==> config.mk <==
export PLATFORM = sky130hd
export DESIGN_NAME = tx_fifo_buffer
export DESIGN_NICKNAME = d
export VERILOG_FILES = /design/src/rtl/tx_fifo_buffer.sv
export SDC_FILE = /design/constraint.sdc
export NUM_CORES = 1
export LEC_CHECK = 0
export BUFFER_PORTS_ARGS = -buffer_cell sky130_fd_sc_hd__clkbuf_2
export CAP_MARGIN = 20
export CORE_ASPECT_RATIO = 0.6
export CORE_MARGIN = 8
export CORE_UTILIZATION = 56
export DETAILED_ROUTE_END_ITERATION = 16
export PLACE_DENSITY = 0.69
export SLEW_MARGIN = 20
export SYNTH_ARGS = -nofsm -noshare
export SYNTH_HDL_FRONTEND = slang
export SYNTH_SLANG_ARGS = --single-unit
export TNS_END_PERCENT = 20
==> constraint.sdc <==
create_clock -name clk -period 4.55 [get_ports clk]
set_input_delay 0.455 -clock clk [delete_from_list [all_inputs] [get_ports clk]]
set_output_delay 0.455 -clock clk [all_outputs]
set_load 0.02 [all_outputs]
==> src/rtl/tx_fifo_buffer.sv <==
// tx_fifo_buffer
// Transmit-side FIFO. The host side pushes words, and the TX serializer pops them
// over a valid/ready handshake. The head word sits in a registered
// first-word-fall-through output stage. Storage memory holds the words behind it.
// count covers both the memory and the output register.
module tx_fifo_buffer #(
    parameter int DATA_WIDTH   = 12,
    parameter int ADDRBIT      = 5,
    parameter int FIFO_DEPTH   = 32,
    parameter int AFULL_THRESH = 28
) (
    input  logic                  clk,
    input  logic                  rst_n,
    input  logic                  flush,
    input  logic                  wr_en,
    input  logic [DATA_WIDTH-1:0] wr_data,
    input  logic                  tx_ready,
    output logic                  tx_valid,
    output logic [DATA_WIDTH-1:0] tx_data,
    output logic [ADDRBIT:0]      count,
    output logic                  full,
    output logic                  empty,
    output logic                  almost_full,
    output logic                  overflow,
    input  logic                  clr_err
);

    localparam logic [ADDRBIT:0]   FULL_CNT  = FIFO_DEPTH[ADDRBIT:0];
    localparam logic [ADDRBIT:0]   AFULL_CNT = AFULL_THRESH[ADDRBIT:0];
    localparam logic [ADDRBIT:0]   CNT_ONE   = 1;
    localparam logic [ADDRBIT-1:0] PTR_ONE   = 1;

    logic [DATA_WIDTH-1:0] mem [FIFO_DEPTH];
    logic [ADDRBIT-1:0]    wr_ptr;
    logic [ADDRBIT-1:0]    rd_ptr;
    logic [ADDRBIT:0]      count_next;

    logic push;
    logic pop;
    logic load;
    logic mem_nonempty;
    logic mem_rd;
    logic mem_wr;

    // A push is accepted only against the registered full flag.
    // This means a pop in the same cycle cannot make room for it.
    assign push = wr_en & ~full;
    assign pop  = tx_valid & tx_ready;

    // The output register reloads when it is empty or being consumed.
    assign load = ~tx_valid | pop;

    // The memory holds every counted word except the one in the output register.
    assign mem_nonempty = (count != {{ADDRBIT{1'b0}}, tx_valid});

    // Refill the output register from memory first. If memory is empty, bypass the
    // incoming word straight into the output register. Otherwise the word goes to memory.
    assign mem_rd = load & mem_nonempty;
    assign mem_wr = push & ~(load & ~mem_nonempty) & ~flush;

    // Next occupancy: +1 on push, -1 on pop, unchanged when both or neither occur.
    always_comb begin
        // NOTE: assign a default before any branch so always_comb can never infer a latch.
        count_next = count;
        case ({push, pop})
            2'b10:   count_next = count + CNT_ONE;
            2'b01:   count_next = count - CNT_ONE;
            default: count_next = count;
        endcase
    end

    // Storage array write port.
    // NOTE: the memory is deliberately left out of reset. Occupancy is tracked by
    // the pointers and count, so stale contents are never presented.
    always_ff @(posedge clk) begin
        if (mem_wr) begin
            mem[wr_ptr] <= wr_data;
        end
    end

    // Read and write pointers. They wrap naturally modulo FIFO_DEPTH.
    always_ff @(posedge clk or negedge rst_n) begin
        if (!rst_n) begin
            // NOTE: registered state uses non-blocking assignments only, so every
            // flop samples pre-edge values regardless of block ordering.
            wr_ptr <= '0;
            rd_ptr <= '0;
        end else if (flush) begin
            wr_ptr <= '0;
            rd_ptr <= '0;
        end else begin
            if (mem_wr) wr_ptr <= wr_ptr + PTR_ONE;
            if (mem_rd) rd_ptr <= rd_ptr + PTR_ONE;
        end
    end

    // First-word-fall-through output register that drives the serializer.
    // It has no combinational path from wr_data.
    always_ff @(posedge clk or negedge rst_n) begin
        if (!rst_n) begin
            tx_valid <= 1'b0;
            tx_data  <= '0;
        end else if (flush) begin
            tx_valid <= 1'b0;
        end else if (load) begin
            if (mem_rd) begin
                tx_data  <= mem[rd_ptr];
                tx_valid <= 1'b1;
            end else if (push) begin
                tx_data  <= wr_data;
                tx_valid <= 1'b1;
            end else begin
                tx_valid <= 1'b0;
            end
        end
    end

    // Occupancy count and flags. Each flag is registered from the next count,
    // so the flags always agree with count.
    always_ff @(posedge clk or negedge rst_n) begin
        if (!rst_n) begin
            count       <= '0;
            full        <= 1'b0;
            empty       <= 1'b1;
            almost_full <= 1'b0;
        end else if (flush) begin
            count       <= '0;
            full        <= 1'b0;
            empty       <= 1'b1;
            almost_full <= 1'b0;
        end else begin
            count       <= count_next;
            full        <= (count_next == FULL_CNT);
            empty       <= (count_next == '0);
            almost_full <= (count_next >= AFULL_CNT);
        end
    end

    // Sticky overflow. A rejected push sets it even when clr_err is asserted in the same cycle.
    always_ff @(posedge clk or negedge rst_n) begin
        if (!rst_n) begin
            overflow <= 1'b0;
        end else if (wr_en && full) begin
            overflow <= 1'b1;
        end else if (clr_err) begin
            overflow <= 1'b0;
        end
    end

endmodule

# == Word level (Yosys, flattened, before mapping) ==
# Memories as Yosys holds them, arrays and structs flattened.
# Index checks and enable logic that the tools add are counted.
# word_totals
regBits,33
ram_bits,384
inputBits,18
out_inout_bits,23
word_cells,58
n_memories,1
# memory_table
memory,words,width,rd,rd_ports_with_merged_regs,write_ports,line,source
mem,32,12,1,0,1,33,logic [DATA_WIDTH-1:0] mem [FIFO_DEPTH];
# op_classes
addsub,4
order_cmp,1
eq_ne,4
muxes,19
bitwise_logic,12
n_reduce_logical,8
# op_table
operator,n
2-to-1 mux 12 bit,2
2-to-1 mux 5 bit,4
case mux 6 bit (2 select lines),1
2-to-1 mux 1 bit,11
adder 5 x 1 -> 5 bit (second input constant),2
nonzero test 2 bit,5
adder 6 x 1 -> 6 bit (second input constant),1
bitwise AND 1 bit,6
equality test 6 bit (second input constant),1
greater-or-equal comparator 6 x 5 -> 1 bit (second input constant),1
zero test 6 bit,1
2-to-1 mux 6 bit,1
inequality test 6 x 1 -> 1 bit,1
subtractor 6 x 1 -> 6 bit (second input constant),1
inverter 1 bit,5
AND reduction 3 bit,1
equality test 2 x 1 -> 1 bit (second input constant),1
equality test 2 bit (second input constant),1
logical AND 1 bit,1
bitwise OR 1 bit,1

# == Depth between registers and ports, before layout ==
# depth
ltp_word,8
mapped_depth,11
depth_no_buf,10

# == Least setup slack after synthesis ==
# OpenSTA, ideal clock, no wires.
# synth_timing
path_kind,reg-to-reg
start,register count[0]
end,"memory mem[0][0], enable pin"
setup_ns,0.380
t_arrival_ns,2.284
required_time_ns,4.170
path_slack_ns,1.886
path_stages_with_launch,7
n_path_buf,1
period_less_slack_ns,2.664
cell_sequence,dfrtp_1 > clkbuf_1 > a21bo_2 > and4_1 > nor3_1 > nand2_1 > nor2_1
# synth_between
elab_chain_cells,8
# synth_rtl
element,line,source
from (decl),20,"output logic [ADDRBIT:0] count,"
from (signal assigned),132,count <= count_next;
inequality test 6 x 1 -> 1 bit,54,"assign mem_nonempty = (count != {{ADDRBIT{1'b0}}, tx_valid});"
inverter 1 bit,59,assign mem_wr = push & ~(load & ~mem_nonempty) & ~flush;
bitwise AND 1 bit,59,
inverter 1 bit,59,
bitwise AND 1 bit (2 in series),59,
2-to-1 mux 1 bit,76,if (mem_wr) begin
2-to-1 mux 1 bit (not written as such),77,mem[wr_ptr] <= wr_data;
to (decl),33,
# No other way between the ends.

# == Worst setup path after layout ==
# layout_timing
start,register count[0]
end,"memory mem[6][2], enable pin"
# Same word-level chain as after synthesis.

==> flow_metrics.env <==
export IMPL_worstSetupStartpoint="count[0]"
export IMPL_peakVddDrop_uv=338.5
export IMPL_worstSkewPairLatency_ns=0.54
export IMPL_endpoint_kind="register"
export IMPL_drive_gt1_share_pct=24.67
export IMPL_postCtsHoldBufs=0
export IMPL_hold_path_class="in -> async"
export IMPL_slew_viol_final=0
export IMPL_core_area_mm2=0.02883
export IMPL_overflow=0
export IMPL_cts_buffer_depth=3
export IMPL_synth_xor_area_share_pct=0.7979
export IMPL_tightestPinTransition_ns=1.116
export IMPL_port_buffers=40
export IMPL_yosysWarnings=0
export IMPL_rows=48
export IMPL_rr_startpoint="count[0]"
export IMPL_crit_type="reg -> reg"
export IMPL_path_clk_slew_ns=0.07
export IMPL_period_needed_ns=3.575
export IMPL_yosys_area_top_type_share_pct=70.03
export IMPL_synth_area_leaders="edfxtp_1, mux4_2, dfrtp_1, nor2_1, a22oi_1"
export IMPL_vias=8543
export IMPL_placed_area_mm2=0.01704
export IMPL_cts_root_buffer="clkbuf_16"
export IMPL_synth_largest_area_cell="edfxtp_1"
export IMPL_skew_ns=0.01218
export IMPL_synth_seq_area_share_pct=75.05
export IMPL_die_width_um=237.4
export IMPL_design_area_mm2=0.01830
export IMPL_drcViolationCount=0
export IMPL_synth_edff_count=384
export IMPL_grt_pass1_vias=8128
export IMPL_ys_flop_type="edfxtp_1"
export IMPL_routed_wl_mm=38.87
export IMPL_synth_nets=875
export IMPL_die_area_mm2=0.03533
export IMPL_synth_adder_area_share_pct=0.6079
export IMPL_worstSetupStartpointType="register"
export IMPL_routabilityCongestion=0.9161
export IMPL_drt_iter0_markers=1279
export IMPL_rsz0062_at_grt="no"
export IMPL_cts_buffers=36
export IMPL_arrival_ns=3.73
export IMPL_htreeDepth=2
export IMPL_reg2reg_slack_ns=0.98
export IMPL_synth_simple_area_share_pct=4.605
export IMPL_synth_avg_cell_area_um2=19.39
export IMPL_slew_headroom_pct=25.30
export IMPL_drtAntennaViolNets=0
export IMPL_synth_most_common_cell="edfxtp_1"
export IMPL_tns_ns=0
export IMPL_yosysUniqueCellTypes=52
export IMPL_fin_crit_sh_pct=78.57
export IMPL_power_leakage_nw=5.852
export IMPL_ys_seq_elements=417
export IMPL_die_y_um=148.8
export IMPL_reg2reg_depth=5
export IMPL_syn_to_final_growth_pct=11.16
export IMPL_synthCells=849
export IMPL_fmax_ghz=0.2797
export IMPL_crit_fanout=14
export IMPL_power_density_mw_per_mm2=530.4
export IMPL_cp_required_ns=4.70
export IMPL_grt_max_degree=57
export IMPL_drv_cap=0
export IMPL_viasPerCell=6.597
export IMPL_cts_tree="yes"
export IMPL_setup_violations=0
export IMPL_hold_viol=0
export IMPL_grt_pass1_wl_mm=56.50
export IMPL_synth_common_cells="edfxtp_1, mux4_2, nor2_1"
export IMPL_clock_sinks=417
export IMPL_initial_core_util_pct=57.12
export IMPL_grt_usage_pct=22.09
export IMPL_post_dp_hpwl_mm=24.28
export IMPL_finalNetCount=918
export IMPL_routedWlPerCell_um=30.01
export IMPL_antenna_found_initial=0
export IMPL_synthArstFlopShare_pct=7.914
export IMPL_r2r_end="mem[6][2]"
export IMPL_post_cts_setup_buffers=0
export IMPL_synthMuxAreaShare_pct=13.37
export IMPL_status="complete, no violations"
export IMPL_diodes=0
export IMPL_drt_pass1_iterations=5
export IMPL_synth_top_family_by_area="multiplexers"
export IMPL_io_pins=41
export IMPL_cts_resized=0
export IMPL_syn_area_mm2=0.01647
export IMPL_synth_compound_area_share_pct=3.815
==> cells in the final DEF, fill, tap and decap left out, types with 3 or more instances in the layout <==
cell type | synthesis | layout
buf_4 | 2 | 11
edfxtp_1 | 384 | 384
bufinv_16 | 0 | 6
ha_1 | 8 | 8
clkinv_1 | 0 | 7
clkbuf_16 | 0 | 37
o211ai_1 | 13 | 13
a21oi_1 | 4 | 4
nand2_1 | 22 | 22
nand3b_1 | 4 | 4
nand3_1 | 26 | 26
nand2b_1 | 4 | 4
nand4_1 | 5 | 5
or3b_2 | 5 | 5
o21ai_0 | 4 | 4
mux2i_1 | 4 | 4
clkinv_2 | 0 | 7
o22ai_1 | 24 | 24
nor2_1 | 65 | 59
and4_1 | 3 | 3
mux4_2 | 96 | 96
nor2_2 | 0 | 6
inv_1 | 21 | 21
a22oi_1 | 24 | 24
xnor2_1 | 4 | 4
nor2b_1 | 6 | 6
clkinvlp_4 | 0 | 4
dfrtp_1 | 32 | 30
nor3_1 | 3 | 3
xor2_1 | 11 | 11
clkbuf_2 | 0 | 40
==> critical path, stage by stage, from the launching register on <==
cell     delay [ns]
dfrtp_1        0.60
a21bo_2        0.28
and4_1         0.21
nor3_1         0.52
nand2_1        0.57
nor2_1         0.99
==> area by class of cell <==
cell class / count / area [um2]
clock inverter: 27 / 297.8
timing repair buffer: 53 / 322.8
multi-input combinational: 363 / 3835
tap: 375 / 469.2
inverter: 21 / 78.83
fill: 1920 / 10530
clock buffer: 39 / 933.4
sequential: 417 / 12370
==> cell families after synthesis <==
logic type,count (synthesis)
flops,417
simple gates,154
mux,100
compound gates,86
buf+inv,69
xor+xnor,15
fa+ha+maj,8
==> worst max-delay path by stage <==
stage | to | cells past startpoint
3_3_place_gp | mem[31][11] | 5
5_1_grt | mem[6][0] | 5
2_1_floorplan | mem[0][0] | 6
4_1_cts | mem[14][10] | 5
6_report | mem[6][2] | 5
3_5_place_dp | mem[14][3] | 5
==> where the power goes <==
group          leakage (nW)  total [mW]  switching, mW  internal, mW
Clock                 0.595        3.19           1.35          1.84
Combinational          1.37        1.94           1.03         0.909
Sequential             3.88        4.57          0.270          4.30
Total                  5.85        9.71           2.66          7.05
==> layer usage <==
layer | vias up | share of wire, % | wire (um) | global-route usage (%)
li1 | 3527 | - | - | -
met1 | 4364 | 44 | 17210 | 35.07
met2 | 579 | 40 | 15730 | 29.00
met3 | 73 | 13 | 5070 | 7.251
met4 | 0 | 2.2 | 859 | 5.296
met5 | - | 0 | 0 | 0
==> metrics by stage <==
step / utilization [%] / hold slack (ns) / setup slack, ns / total power, mW / cells
floorplan: - / 0.1594 / 1.886 / 5.915 / 849
global placement: 59.11 / 0.4974 / 1.259 / 6.541 / 1227
detailed placement: 59.11 / 0.5041 / 1.110 / 6.579 / 1227
CTS: 63.39 / 0.02466 / 1.081 / 9.748 / 1293
global route: 63.49 / 0.08706 / 0.8544 / 10.03 / 1295
finish: 63.49 / 0.02062 / 0.9753 / 9.709 / 1295
==> sequential cells by signal (all words and copies together), names as in the netlist <==
register and count:
mem 384, tx_data 12, count 6, rd_ptr 5, wr_ptr 5, almost_full 1, empty 1, full 1
overflow 1, tx_valid 1
Note: power is estimated with default switching activity, not from simulation.
